[src/rtl/axis_packet_arbiter.sv]
// Packet-level round-robin arbiter feeding one AXI-Stream sink from NUM_SRC sources.
// A grant is held from first beat to tlast (or a forced release after MAX_BEATS beats).
module axis_packet_arbiter #(
    parameter int NUM_SRC    = 4,
    parameter int DATA_WIDTH = 32,
    parameter int MAX_BEATS  = 256
) (
    input  logic                          ACLK,
    input  logic                          ARESETn,
    input  logic [NUM_SRC*DATA_WIDTH-1:0] s_tdata,
    input  logic [NUM_SRC-1:0]            s_tvalid,
    input  logic [NUM_SRC-1:0]            s_tlast,
    output logic [NUM_SRC-1:0]            s_tready,
    input  logic [NUM_SRC-1:0]            src_en,
    output logic [DATA_WIDTH-1:0]         m_tdata,
    output logic                          m_tvalid,
    output logic                          m_tlast,
    input  logic                          m_tready,
    output logic [$clog2(NUM_SRC)-1:0]    grant_id,
    output logic                          busy,
    output logic                          pkt_done,
    output logic                          trunc_err
);
    localparam int GW = $clog2(NUM_SRC);
    localparam int CW = $clog2(MAX_BEATS) + 1;

    typedef enum logic {IDLE, LOCK} state_t;

    state_t              state, state_nxt;
    logic [GW-1:0]       grant_q, grant_nxt, last_q, last_nxt, pick;
    logic [CW-1:0]       beat_cnt, beat_cnt_nxt;
    logic                pkt_done_nxt, trunc_nxt, any_req;
    logic [NUM_SRC-1:0]  req;
    logic [DATA_WIDTH-1:0] sel_data;
    logic                sel_valid, sel_last, cnt_max;

    assign req      = s_tvalid & src_en;
    assign grant_id = grant_q;
    assign cnt_max  = (beat_cnt == CW'(MAX_BEATS - 1));

    // Round-robin search: first requester strictly after last_q, wrapping.
    always_comb begin
        logic [GW-1:0] idx;
        pick    = last_q;
        any_req = 1'b0;
        idx     = '0;
        for (int unsigned k = 1; k <= NUM_SRC; k++) begin
            idx = GW'((32'(last_q) + k) % 32'(NUM_SRC));
            if (!any_req && req[idx]) begin
                pick    = idx;
                any_req = 1'b1;
            end
        end
    end

    always_comb begin
        sel_data  = '0;
        sel_valid = 1'b0;
        sel_last  = 1'b0;
        for (int unsigned i = 0; i < NUM_SRC; i++) begin
            if (grant_q == GW'(i)) begin
                sel_data  = s_tdata[i*DATA_WIDTH +: DATA_WIDTH];
                sel_valid = s_tvalid[i];
                sel_last  = s_tlast[i];
            end
        end
    end

    always_comb begin
        state_nxt    = state;
        grant_nxt    = grant_q;
        last_nxt     = last_q;
        beat_cnt_nxt = beat_cnt;
        pkt_done_nxt = 1'b0;
        trunc_nxt    = 1'b0;
        m_tdata      = sel_data;
        m_tvalid     = 1'b0;
        m_tlast      = 1'b0;
        s_tready     = '0;
        busy         = 1'b0;
        case (state)
            IDLE: begin
                if (any_req) begin
                    grant_nxt    = pick;
                    beat_cnt_nxt = '0;
                    state_nxt    = LOCK;
                end
            end
            LOCK: begin
                busy     = 1'b1;
                m_tvalid = sel_valid;
                m_tlast  = sel_last | cnt_max;
                for (int unsigned i = 0; i < NUM_SRC; i++)
                    s_tready[i] = (grant_q == GW'(i)) & m_tready;
                if (sel_valid && m_tready) begin
                    beat_cnt_nxt = beat_cnt + 1'b1;
                    // Forced release ends the grant even without source tlast.
                    if (sel_last || cnt_max) begin
                        state_nxt    = IDLE;
                        last_nxt     = grant_q;
                        pkt_done_nxt = 1'b1;
                        trunc_nxt    = ~sel_last;
                    end
                end
            end
            default: state_nxt = IDLE;
        endcase
    end

    always_ff @(posedge ACLK or negedge ARESETn) begin
        if (!ARESETn) begin
            state     <= IDLE;
            grant_q   <= '0;
            last_q    <= GW'(NUM_SRC - 1);
            beat_cnt  <= '0;
            pkt_done  <= 1'b0;
            trunc_err <= 1'b0;
        end else begin
            state     <= state_nxt;
            grant_q   <= grant_nxt;
            last_q    <= last_nxt;
            beat_cnt  <= beat_cnt_nxt;
            pkt_done  <= pkt_done_nxt;
            trunc_err <= trunc_nxt;
        end
    end
endmodule

[config.mk]
export PLATFORM = sky130hd
export DESIGN_NAME = axis_packet_arbiter
export DESIGN_NICKNAME = d
export VERILOG_FILES = /design/src/rtl/axis_packet_arbiter.sv
export SDC_FILE = /design/constraint.sdc
export NUM_CORES = 1
export LEC_CHECK = 0
export ABC_AREA = 1
export CAP_MARGIN = 0
export CORE_MARGIN = 4
export CORE_UTILIZATION = 33
export DETAILED_ROUTE_END_ITERATION = 10
export PLACE_DENSITY_LB_ADDON = 0.1
export SYNTH_ARGS = -nofsm -noshare
export SYNTH_HDL_FRONTEND = slang
export SYNTH_SLANG_ARGS = --single-unit
[constraint.sdc]
create_clock -name ACLK -period 4 [get_ports ACLK]
set_input_delay 0.6 -clock ACLK [delete_from_list [all_inputs] [get_ports ACLK]]
set_output_delay 0.6 -clock ACLK [all_outputs]
set_load 0.01 [all_outputs]
Word-level counts from Yosys, hierarchy flattened
Index checks and enable logic that the tools add are counted.
{"block": "op_classes", "order_cmp": 4, "mux": 45, "reduce_logical": 12, "n_addsub": 5, "n_eq_ne": 6, "bitwise_logic": 8}
{"cell": "$mux W32", "n": 4}
{"cell": "$mux W1", "n": 28}
{"cell": "$mux W9", "n": 2}
{"cell": "$pmux W9 S2", "n": 1}
{"cell": "$lt A2 B3 Y1 const B", "n": 4}
{"cell": "$add A9 B1 Y9 const B", "n": 1}
{"cell": "$eq A9 B8 Y1 const B", "n": 1}
{"cell": "$bmux W1 S2", "n": 4}
{"cell": "$mux W2", "n": 4}
{"cell": "$add A2 B1 Y2 const B", "n": 2}
{"cell": "$add A2 B2 Y2 const B", "n": 2}
{"cell": "$and A1 B1 Y1", "n": 4}
{"cell": "$and A4 B4 Y4", "n": 1}
{"cell": "$eq A2 B2 Y1 const B", "n": 2}
{"cell": "$logic_and A1 B1 Y1", "n": 4}
{"cell": "$mux W4", "n": 1}
{"cell": "$reduce_and A2 Y1", "n": 2}
{"cell": "$logic_not A1 Y1", "n": 3}
{"cell": "$reduce_and A3 Y1", "n": 1}
{"cell": "$eq A2 B1 Y1 const B", "n": 1}
{"cell": "$logic_not A2 Y1", "n": 1}
{"cell": "$ne A2 B1 Y1 const B", "n": 1}
{"cell": "$ne A2 B2 Y1 const B", "n": 1}
{"cell": "$not A1 Y1", "n": 2}
{"cell": "other kinds (3)", "n": 3}
{"block": "totals", "word_cells": 86, "ff_bits": 16}

Logic depth before layout (Yosys ltp)
{"block": "logic_depth", "word_depth": 15, "mapped_depth": 12}

Worst setup path before layout
Ideal clock, no wire load.
{"block": "synth_path", "path_kind": "flip-flop to output port", "start": "register grant_q[0], in the netlist grant_id[0]", "end": "output m_tdata[11]", "path_slack_ns": 2.064, "arrival_time_ns": 1.336, "n_path_buf": 2, "stages_incl_launch_ff": 7, "required_time_ns": 3.400, "path_cell_list": "dfrtp_1 buf_4 nand2_2 inv_2 clkbuf_1 a221oi_1 a21oi_1"}
{"block": "synth_via", "elab_chain_len": 5, "elab_cells_between_ends": 8, "cone_classes": "3 x eq/ne; 4 x mux; 1 x reduce/logical"}
{"item": "start, declared", "line": "30", "rtl": "logic [GW-1:0] grant_q, grant_nxt, last_q, last_nxt, pick;"}
{"item": "start signal, assigned", "line": "120", "rtl": "grant_q <= grant_nxt;"}
{"item": "$logic_not A2 Y1", "line": "61", "rtl": "if (grant_q == GW'(i)) begin"}
{"item": "$mux W32 (3 in series)", "line": "61"}
{"item": "$mux W32 (*)", "line": "61"}
{"item": "end, declared", "line": "15", "rtl": "output logic [DATA_WIDTH-1:0] m_tdata,"}
Mark *: on every way between the ends. The rest lies on a longest branch, timed or not.

Final worst setup path
{"block": "layout_path", "start": "register grant_q[1], in the netlist grant_id[1]", "end": "output m_tlast"}
{"block": "layout_via", "elab_chain_len": 7, "elab_cells_between_ends": 10, "cone_classes": "3 x eq/ne; 5 x mux; 1 x bitwise; 1 x reduce/logical"}
{"item": "$logic_not A2 Y1", "line": "61"}
{"item": "$mux W1 (3 in series)", "line": "61"}
{"item": "$mux W1 (*)", "line": "61"}
{"item": "$or A1 B1 Y1 (*)", "line": "92", "rtl": "m_tlast = sel_last | cnt_max;"}
{"item": "$mux W1 (*)", "line": "81", "rtl": "case (state)"}
{"item": "end, declared", "line": "17", "rtl": "output logic m_tlast,"}
Marked as above.

==> results by group <==
Worst hold path
  • Hold path cells: 2
  • Min-Delay Endpoint: beat_cnt[8]$_DFFE_PN0P_
  • HP Class: register to register
  • Start point of the worst hold path: beat_cnt[8]$_DFFE_PN0P_

Outcome
  • Status: completed

Worst setup path
  • Critical Path AT: 2650 ps
  • Crit path from: grant_id[1]$_DFFE_PN0P_
  • Worst reg2reg endpoint: last_q[0]$_DFFE_PN1P_
  • R2R Setup Slk: 1700 ps
  • Crit start category: register
  • WS Path Type: register to output port
  • Crit path max fanout: 33
  • Critical Path End Type: output port
  • Register-to-Register Path Depth: 11
  • FF-to-FF Start: grant_id[1]$_DFFE_PN0P_
  • WP data required: 3400 ps

Floorplan
  • Core Region: 5610 µm²
  • Die area: 7200 µm²
  • Io pins: 186
  • Standard-cell rows: 27
  • Chip Width: 84.9 µm
  • Starting Density: 0.348
  • DIE HEIGHT: 84.9 µm

Route
  • DR iter-0 viols: 110
  • Routed wl met2: 4.78 mm
  • TritonRoute pass-1 iters: 4
  • WL met1: 3.94 mm
  • DRT Wirelength: 9.83 mm
  • DRC Markers: 0
  • WL/cell: 16.7 µm
  • Via count: 3,006
  • Met3 WL: 799 µm
  • DR top layer: met4
  • Post-DR vias/cell: 5.09
  • Final ANT Viol Nets: 0

Clock tree
  • CTS hold repair buffers: 0
  • Number of clock sinks: 16
  • Worst skew pair latency: 250 ps
  • Post CTS Setup Buffer Count: 0
  • H-tree depth: 1
  • TritonCTS clock tree: done
  • Cts repair resizes: 0
  • CTS Buf Count: 3
  • Clock buffer depth: 2
  • Clk root buf: clkbuf_8
  • CTS clk-pin slew, worst paths: 60 ps

Synth
  • Post-synth top flop: dfrtp_1
  • FFs w/ async S/R, synth: 1.00
  • Avg Inst Size Synth: 5.65 µm²
  • Count leader, synth: nand2_1
  • Top cells by count, synth: nand2_1, nand3_1, nor2_1, nand4_1, clkbuf_1
  • Synth area leader: nand2_1
  • Mapped cell area: 1950 µm²
  • Synth warn: 0
  • Post-Syn Instances: 345
  • Post-synth cell types: 27
  • Largest cells by area after synthesis: nand2_1, dfrtp_1, nand3_1
  • Mapped Nets: 490
  • Sequential-to-total area share from yosys stat: 0.207
  • Post-synthesis sequential element count: 16
  • Yosys top cell area share: 0.262
  • Number of flops mapped to enable cells by yosys: 0

Global routing
  • Pin count of the biggest net entering global routing: 34
  • Global-route wire length before repair: 15.0 mm
  • Vias in the first global route: 2,898
  • Grt ovf: 0
  • GRT Total Usage: 0.257
  • Initial antenna violation count: 0

STA
  • Hold Violations, Final: 0
  • Worst Tran Pin Value: 717 ps
  • Final setup viols: 0
  • Worst-case clock skew: 6.94 ps
  • Fin crit period: 3250 ps
  • Max-slew violation count: 0
  • Relative slew margins: 0.520
  • Post-Route Setup TNS: 0 ps
  • Unrepaired setup endpoints after global routing: false
  • Final worst path period share: 0.814
  • Max Fclk: 0.307 GHz

Pwr
  • Pwr dens: 592 nW/µm²
  • Peak supply drop: 0.335 mV
  • Leak: 1.67 nW
  • Pwr Total: 2.30 mW

Final layout
  • Area Growth Syn to Fin: 98.8%
  • Post-layout util: 0.691
  • Nets: 665
  • Layout cells sized above 1: 0.0502
  • FILL cells: 499
  • Final antenna diode count: 0

Job
  • Max Cap Violations: 0

Placement
  • Hpwl dp: 7.93 mm
  • Routability Congestion: 0.943
  • IO Port Bufs: 185
worst max-delay path, stage by stage (launching register included):
cell             delay (ps)
dfrtp_1                 450
inv_2                   370
nand2_2                 130
inv_2                   450
nand2_1                 100
nand2_1                  80
nor2_1                   40
nand2_1                  90
nor2_2                   60
nor2_1                   90
clkdlybuf4s50_1         550
power by group:
| part | leakage [nW] | total [mW] | internal, mW | switching, mW |
|---|---|---|---|---|
| registers | 0.205 | 0.277 | 0.216 | 0.0611 |
| clock network | 0.0216 | 0.120 | 0.0668 | 0.0528 |
| logic | 1.44 | 1.90 | 0.886 | 1.01 |
how the worst max path moves through the flow:
stage / endpoint / slack [ps] / depth (start not counted)
3_5_place_dp: m_tlast / 1030 / 10
5_1_grt: m_tlast / 490 / 10
2_1_floorplan: m_tdata[11] / 2060 / 6
4_1_cts: m_tlast / 740 / 10
3_3_place_gp: m_tlast / 1100 / 10
6_report: m_tlast / 750 / 10
flip-flops by register name, summed over array words and instances, names as in the netlist:
name,cells
trunc_err,1
grant_id,2
state,1
pkt_done,1
last_q,2
beat_cnt,9
cell families after synthesis:
| logic type | Yosys count | share of synthesized area |
|---|---|---|
| AOI/OAI and AO/OA | 29 | 0.103 |
| and+or+nand+nor | 255 | 0.577 |
| DFF | 16 | 0.207 |
| buffers and inverters | 39 | 0.0821 |
| xor gates and xnor gates | 4 | 0.0180 |
| adders and majority gates | 2 | 0.0128 |
through the flow:
stage | hold slack (ps) | cells | setup WS [ps] | area (µm²)
2_1_floorplan | 304 | 345 | 2060 | 1950
3_3_place_gp | 483 | 587 | 1100 | 3840
3_5_place_dp | 488 | 587 | 1030 | 3840
4_1_cts | 502 | 590 | 744 | 3880
5_1_grt | 519 | 590 | 492 | 3880
6_report | 500 | 590 | 745 | 3880
placed cells by master, fill, tap and decap left out, types with 5 or more instances in the layout:
cell | netlist | layout
nor2_1 | 29 | 29
a21oi_1 | 12 | 12
nand2_1 | 136 | 136
nand3_1 | 49 | 49
dfrtp_1 | 14 | 14
clkdlybuf4s50_1 | 0 | 185
a221oi_1 | 11 | 11
inv_1 | 14 | 14
nand4_1 | 27 | 27
inv_2 | 5 | 5
nand2_2 | 7 | 7
per-layer routing:
metal | GRT usage | up-vias
met3 | 0.0602 | 24
met2 | 0.445 | 132
li1 | - | 1506
met1 | 0.312 | 1344
met5 | 0 | -
met4 | 0.0878 | 0
final cells by class:
class	count	area, µm²	area share
Timing Repair Buffer	188	1870	0.483
Multi-Input combinational cell	290	1390	0.358
Sequential cell	16	403	0.104
Tap cell	72	90.1	0.0232
Inverter	21	81.3	0.0210
Clock buffer	3	41.3	0.0106
No activity file was read; power rests on OpenSTA's default activity.
